$ cat config.mk
export PLATFORM = sky130hd
export DESIGN_NAME = calc_result_bcd_v
export DESIGN_NICKNAME = d
export VERILOG_FILES = /design/src/rtl/calc_result_bcd_v_pkg.sv /design/src/rtl/bcd_digit_adj_v.sv /design/src/rtl/calc_result_bcd_v.sv
export SDC_FILE = /design/constraint.sdc
export NUM_CORES = 1
export LEC_CHECK = 0
export CAP_MARGIN = 25
export CORE_MARGIN = 1.5
export CORE_UTILIZATION = 46
export CTS_BUF_LIST = sky130_fd_sc_hd__clkbuf_2 sky130_fd_sc_hd__clkbuf_4 sky130_fd_sc_hd__clkbuf_8
export DETAILED_ROUTE_END_ITERATION = 8
export GPL_TIMING_DRIVEN = 1
export PLACE_DENSITY = 0.71
export SLEW_MARGIN = 15
export SYNTH_ARGS = -nofsm -noshare
export SYNTH_HDL_FRONTEND = slang
export SYNTH_HIERARCHICAL = 1
export SYNTH_SLANG_ARGS = --single-unit
$ cat constraint.sdc
create_clock -name i_clk -period 3.6 [get_ports i_clk]
set_clock_uncertainty 0.15 [all_clocks]
set_input_delay 0.72 -clock i_clk [delete_from_list [all_inputs] [get_ports i_clk]]
set_output_delay 0.72 -clock i_clk [all_outputs]
set_load 0.02 [all_outputs]
$ cat src/rtl/calc_result_bcd_v_pkg.sv
// rtl/calc_result_bcd_v_pkg.sv - shared state encoding and sizing for the binary-to-BCD converter
package calc_result_bcd_v_pkg;

  localparam int IN_W_DEF   = 9;
  localparam int DIGITS_DEF = 3;

  typedef enum logic [1:0] {
    ST_IDLE  = 2'd0,
    ST_SHIFT = 2'd1,
    ST_DONE  = 2'd2
  } state_t;

  // Counter only needs to reach IN_W-1, so clog2(IN_W) bits suffice.
  function automatic int cnt_width(input int in_w);
    return (in_w > 1) ? $clog2(in_w) : 1;
  endfunction

  localparam int CNT_W_DEF = cnt_width(IN_W_DEF);

endpackage

$ cat src/rtl/bcd_digit_adj_v.sv
// rtl/bcd_digit_adj_v.sv - per-digit add-3 correction for shift-and-add-3 conversion
module bcd_digit_adj_v (
  input  logic [3:0] digit,
  output logic [3:0] adj
);

  assign adj = (digit >= 4'd5) ? (digit + 4'd3) : digit;

endmodule

$ cat src/rtl/calc_result_bcd_v.sv
// rtl/calc_result_bcd_v.sv - serial binary-to-packed-BCD converter for the calculator result
module calc_result_bcd_v
  import calc_result_bcd_v_pkg::*;
#(
  parameter int IN_W   = IN_W_DEF,
  parameter int DIGITS = DIGITS_DEF
) (
  input  logic                  i_clk,
  input  logic                  i_rst_n,
  input  logic                  i_start,
  input  logic [IN_W-1:0]       i_bin,
  output logic                  o_busy,
  output logic                  o_valid,
  output logic [4*DIGITS-1:0]   o_bcd
);

  localparam int CNT_W = cnt_width(IN_W);
  localparam int BCD_W = 4*DIGITS;

  state_t             state, state_nxt;
  logic [IN_W-1:0]    bin_reg;
  logic [BCD_W-1:0]   bcd_reg;
  logic [BCD_W-1:0]   bcd_adj;
  logic [BCD_W-1:0]   bcd_shift;
  logic [CNT_W-1:0]   cnt;
  logic               last_shift;

  for (genvar g = 0; g < DIGITS; g++) begin : g_adj
    bcd_digit_adj_v u_adj (
      .digit (bcd_reg[4*g +: 4]),
      .adj   (bcd_adj[4*g +: 4])
    );
  end

  // The binary MSB falls into the BCD LSB; the top adjusted bit is dropped (range guarantees it is 0).
  assign bcd_shift  = {bcd_adj[BCD_W-2:0], bin_reg[IN_W-1]};
  assign last_shift = (cnt == CNT_W'(IN_W-1));

  always_comb begin
    state_nxt = state;
    case (state)
      ST_IDLE:  if (i_start) state_nxt = ST_SHIFT;
      ST_SHIFT: if (last_shift) state_nxt = ST_DONE;
      ST_DONE:  state_nxt = ST_IDLE;
      default:  state_nxt = ST_IDLE;
    endcase
  end

  always_ff @(posedge i_clk or negedge i_rst_n) begin
    if (!i_rst_n) begin
      state   <= ST_IDLE;
      bin_reg <= '0;
      bcd_reg <= '0;
      cnt     <= '0;
      o_busy  <= 1'b0;
      o_valid <= 1'b0;
      o_bcd   <= '0;
    end else begin
      state   <= state_nxt;
      o_busy  <= (state_nxt != ST_IDLE);
      o_valid <= (state_nxt == ST_DONE);
      case (state)
        ST_IDLE: begin
          if (i_start) begin
            bin_reg <= i_bin;
            bcd_reg <= '0;
            cnt     <= '0;
          end
        end
        ST_SHIFT: begin
          bcd_reg <= bcd_shift;
          bin_reg <= {bin_reg[IN_W-2:0], 1'b0};
          cnt     <= cnt + CNT_W'(1);
          if (last_shift) o_bcd <= bcd_shift;
        end
        default: ;
      endcase
    end
  end

endmodule

==> impl_results.md, run 1 <==
- Largest delay share family, worst path: simple AND/OR/NAND/NOR gates
- Port bufs: 25
- Detailed placement HPWL: 2524 um
- CTS Buf Count: 5
- Initial detailed-routing violation count: 62
- Total GRT Usage: 17.31%
- Reg clk slew, reported paths: 0.07 ns
- Worst-margin pin slew: 0.8972 ns
- Relative slew margins: 40.19%
- Max Clk Rate: 0.4459 GHz
- Worst EP required: 3.62 ns
- Dpl cells: 239
- Num rows: 23
- CTS Hold Bufs: 0
- Routed via count: 1337
- Commonest non-fill, non-tap cells in the layout: dfrtp_1, nand2_1, clkdlybuf4s50_1, o21ai_0, a22o_1
- Initial antenna violation count: 0
- RSZ-0062 raised after global routing: no
- Aggregate global routing overflow: 0
- Vias in the first global route: 1330
- YS warnings: 6
- Commonest non-fill, non-tap cell in the layout: dfrtp_1
- Final setup violation count: 0
- Hold crit path type: reg -> reg
- Vias/cell: 5.413
- Post-DRT Antenna Nets: 0
- Max-slew violations: 0
- Critical Path Start Type: flop
- Minimum clock period: 2.243 ns
- Slowest Stage Delay on Critical Path: 0.64 ns
- Antenna fix cells: 0
- Share of post-route cells with drive strength above 1: 13.71%
- CTS root buf: clkbuf_8
- Critical path arrival: 2.27 ns
- Post-CTS Setup Inserts: 0
- CTS resizes: 0
- H-tree lvl count: 2
- Clock Latency Late Sink: 0.29 ns
- LEAKAGE: 1.060 nW
- Hold endpoint: bin_reg[6]
- Mapped Avg Cell Area: 11.45 um2
- Dpl cell area: 2220 um2
- Layout fillers: 328
- Clk sinks: 41
- WS Path Type: reg -> reg
- Setup TNS: 0 ns
- Die span in x: 68.43 um
- Outcome: completed
- PD cells: 943.0 nW/um2
- Layout area overhead: 17.85%
- Largest net degree at the start of global routing: 42
- Die height: 68.43 um
- Reg2Reg Depth: 3
- RD Place Congestion: 0.8128
- Initial Util: 48.54%
- Design Area, Final: 2321 um2
- Net count after synthesis: 192
- Maxcap violations: 0
- Core area: 4058 um2
- Post-detailed-route DRC marker count: 0
- Non-filler instance count after layout: 247
- Final hold violation count: 0
- Reg2reg end: o_bcd[0]
- Mapped cell area: 1969 um2
- Min-delay src: bin_reg[6]
- Register-to-register setup slack: 1.36 ns
- Mapped Cells: 172
- Crit end category: flop
- CTS tree: yes
- Fin nets: 216
- Crit path cell chain: nor2b_4 -> and4_4 -> mux2_2
- Die footprint: 4683 um2
- Critical path's slowest cell: dfrtp_1
- Bufs and invs on worst path: 0
- First-pass GRT wire length: 5906 um
- Worst hold path cell count: 2
- IO Count: 26
- Worst vdd ir: 0.3994 mV
- Reg-to-Reg Start: state[0]
- Final Cycle Share: 62.30%
- Crit path max fanout: 17
- Wire per inst: 14.76 um
- 1st-pass router iterations: 4
- Max Buffers Root-to-Sink: 2
- Drt total wl: 3646 um
worst min-delay path: cells and delay by family, from the launching register on:
kind,cells,cell delay [ns]
AOI/OAI and AO/OA,1,0.06
DFF,1,0.35
and+or+nand+nor,1,0.05
routing by layer:
metal | track usage [%] | vias up | part of all wire, % | wire length (um)
li1 | - | 643 | - | -
met1 | 19.56 | 655 | 44 | 1596
met2 | 30.65 | 35 | 52 | 1886
met3 | 5.921 | 4 | 3.6 | 132
met4 | 5.000 | 0 | 0.82 | 30
met5 | 0 | - | 0 | 0
stage by stage:
stage | total power [mW] | hold slack [ns] | utilization [%] | setup slack [ns]
5_1_grt | 2.351 | 0.3715 | 57.20 | 1.284
4_1_cts | 2.201 | 0.3504 | 57.20 | 1.390
2_1_floorplan | 1.577 | 0.2744 | - | 1.939
6_report | 2.189 | 0.3483 | 57.20 | 1.357
3_5_place_dp | 1.873 | 0.3330 | 54.70 | 1.322
3_3_place_gp | 1.803 | 0.3163 | 54.70 | 1.422
where the power goes:
group	switching, mW	internal (mW)	total [mW]	leakage, nW
logic	0.507	0.522	1.03	0.485
clock network	0.153	0.173	0.326	0.0542
registers	0.175	0.659	0.834	0.521
how the worst max path moves through the flow:
stage | end | cells past startpoint | start
final | o_bcd[0] | 3 | state[0]
after global routing | o_bcd[0] | 3 | state[0]
after CTS | o_bcd[0] | 3 | state[0]
after detailed placement | bin_reg[4] | 4 | i_start
after global placement | o_bcd[1] | 3 | state[0]
after floorplan | o_bcd[10] | 6 | state[0]
layout make-up:
cell class	instances	area [um2]	area share [%]
multi-input cells	111	837.1	36.06
repair buffers	26	252.7	10.89
flip-flops and latches	41	1026	44.20
inverters	11	41.29	1.779
well taps	50	62.56	2.695
clock buffers	7	96.34	4.151
clock inverters	1	5.005	0.2156
Note: power is estimated with default switching activity, not from simulation.
==> run 2: changes to the inputs <==
--- a/config.mk
+++ b/config.mk
@@ -11,7 +11,7 @@
 export CTS_BUF_LIST = sky130_fd_sc_hd__clkbuf_2 sky130_fd_sc_hd__clkbuf_4 sky130_fd_sc_hd__clkbuf_8
 export DETAILED_ROUTE_END_ITERATION = 8
 export GPL_TIMING_DRIVEN = 1
-export PLACE_DENSITY = 0.71
+export PLACE_DENSITY = 0.74
 export SLEW_MARGIN = 15
 export SYNTH_ARGS = -nofsm -noshare
 export SYNTH_HDL_FRONTEND = slang
==> constraint.sdc (replaced) <==
create_clock -name i_clk -period 1.87 [get_ports i_clk]
set_clock_uncertainty 0.15 [all_clocks]
set_input_delay 0.374 -clock i_clk [delete_from_list [all_inputs] [get_ports i_clk]]
set_output_delay 0.374 -clock i_clk [all_outputs]
set_load 0.02 [all_outputs]
==> impl_results.md, run 2 (synthesized netlist as in run 1, its figures left out) <==
- LEAKAGE: 1.093 nW
- Clock Latency Late Sink: 0.29 ns
- Hold crit path type: reg -> reg
- CTS tree: yes
- CTS resizes: 0
- Worst vdd ir: 0.6709 mV
- Die span in x: 68.43 um
- Critical path's slowest cell: clkdlybuf4s50_1
- Worst Slack Setup Final: 0.09382 ns
- Max Buffers Root-to-Sink: 2
- Die footprint: 4683 um2
- CTS Buf Count: 5
- Gr busiest metal: met2
- Routing usage on met1: 19.75%
- GR Util met2: 30.89%
- Vias/cell: 5.287
- Post-CTS Setup Inserts: 0
- Aggregate global routing overflow: 0
- Max-slew violations: 0
- Core area: 4058 um2
- Die height: 68.43 um
- Bufs and invs on worst path: 1
- Max Clk Rate: 0.5630 GHz
- Commonest non-fill, non-tap cell in the layout: dfrtp_1
- Largest net degree at the start of global routing: 25
- Num rows: 23
- Reg clk slew, reported paths: 0.08 ns
- First-pass GRT wire length: 5934 um
- Vias in the first global route: 1338
- CTS root buf: clkbuf_8
- 1st-pass router iterations: 4
- Worst EP required: 1.35 ns
- Initial Util: 48.54%
- Layout fillers: 327
- Wire per inst: 13.46 um
- CTS Hold Bufs: 1
- Detailed placement HPWL: 2482 um
- Setup TNS: 0 ns
- Maxcap violations: 0
- Post-DRT Antenna Nets: 0
- Relative slew margins: 70.91%
- PD cells: 1751 nW/um2
- Largest delay share family, worst path: buffers and inverters
- Share of post-route cells with drive strength above 1: 16.18%
- Commonest non-fill, non-tap cells in the layout: dfrtp_1, nand2_1, clkdlybuf4s50_1, o21ai_0, a22o_1
- Critical Path Start Type: flop
- Post-detailed-route DRC marker count: 0
- Initial antenna violation count: 0
- Final Cycle Share: 94.98%
- Clk sinks: 41
- Drt total wl: 3418 um
- Outcome: completed
- Minimum clock period: 1.776 ns
- H-tree lvl count: 2
- Port bufs: 25
- RSZ-0062 raised after global routing: no
- Final hold violation count: 0
- Place WS: 0.1409 ns
- Layout area overhead: 20.52%
- Critical path arrival: 1.25 ns
- Crit path cell chain: clkdlybuf4s50_1
- Fin nets: 223
- WS Path Type: reg -> out
- Crit end category: output port
- Worst-margin pin slew: 0.4363 ns
- Routed via count: 1343
- Crit path max fanout: 2
- Overall Power: 4.157 mW
- Initial detailed-routing violation count: 46
- RD Place Congestion: 0.7726
- IO Count: 26
- Slowest Stage Delay on Critical Path: 0.61 ns
- Final setup violation count: 0
- Total GRT Usage: 17.17%
- Antenna fix cells: 0
- GR Util met3: 4.934%
## run 2: cell types whose count changed in the layout (fill, tap and decap cells not counted), sizes merged
cell / previous run / this run
buf: 2 / 8
dlygate4sd3: 0 / 1
clkbuf: 7 / 6
clkinv: 1 / 2
## run 2: stage by stage
stage | cells | area [um2] | hold WS [ns] | utilization (%)
finish | 254 | 2374 | 0.3323 | 58.50
global route | 254 | 2374 | 0.3746 | 58.50
CTS | 254 | 2374 | 0.3392 | 58.50
detailed placement | 245 | 2277 | 0.1872 | 56.12
global placement | 245 | 2277 | 0.1846 | 56.12
floorplan | 172 | 1969 | -0.07159 | -
## run 2: final timing paths
check / startpoint / endpoint / slack (ns) / cells after the start
worst max-delay path: o_bcd[8] / o_bcd[8] / 0.09 / 1
worst min-delay path: bin_reg[6] / bin_reg[6] / 0.33 / 2
worst max register to register: cnt[0] / o_bcd[0] / 0.14 / 4
worst min register to register: bin_reg[6] / bin_reg[6] / 0.33 / 2
max in group asynchronous: i_rst_n / o_bcd[0] / 0.67 / 3
min in group asynchronous: i_rst_n / o_bcd[9] / 0.42 / 2
## run 2: area by class of cell
class / count / area [um2] / area share (%)
multi-input combinational: 111 / 837.1 / 35.27
tap: 50 / 62.56 / 2.636
clock inverter: 2 / 10.01 / 0.4217
inverter: 11 / 41.29 / 1.740
timing repair buffer: 33 / 320.3 / 13.49
clock buffer: 6 / 76.32 / 3.216
sequential: 41 / 1026 / 43.23
## run 2: power breakdown
group / switching, mW / internal, mW
registers: 0.279 / 1.27
logic: 0.997 / 1.06
clock network: 0.280 / 0.273
## run 2: per-layer routing
layer	part of all wire, %	wire length [um]	vias to the layer above
met3	4.0	136	6
met2	50	1707	26
met5	0	0	-
li1	-	-	657
met1	45	1532	654
met4	1.2	42	0
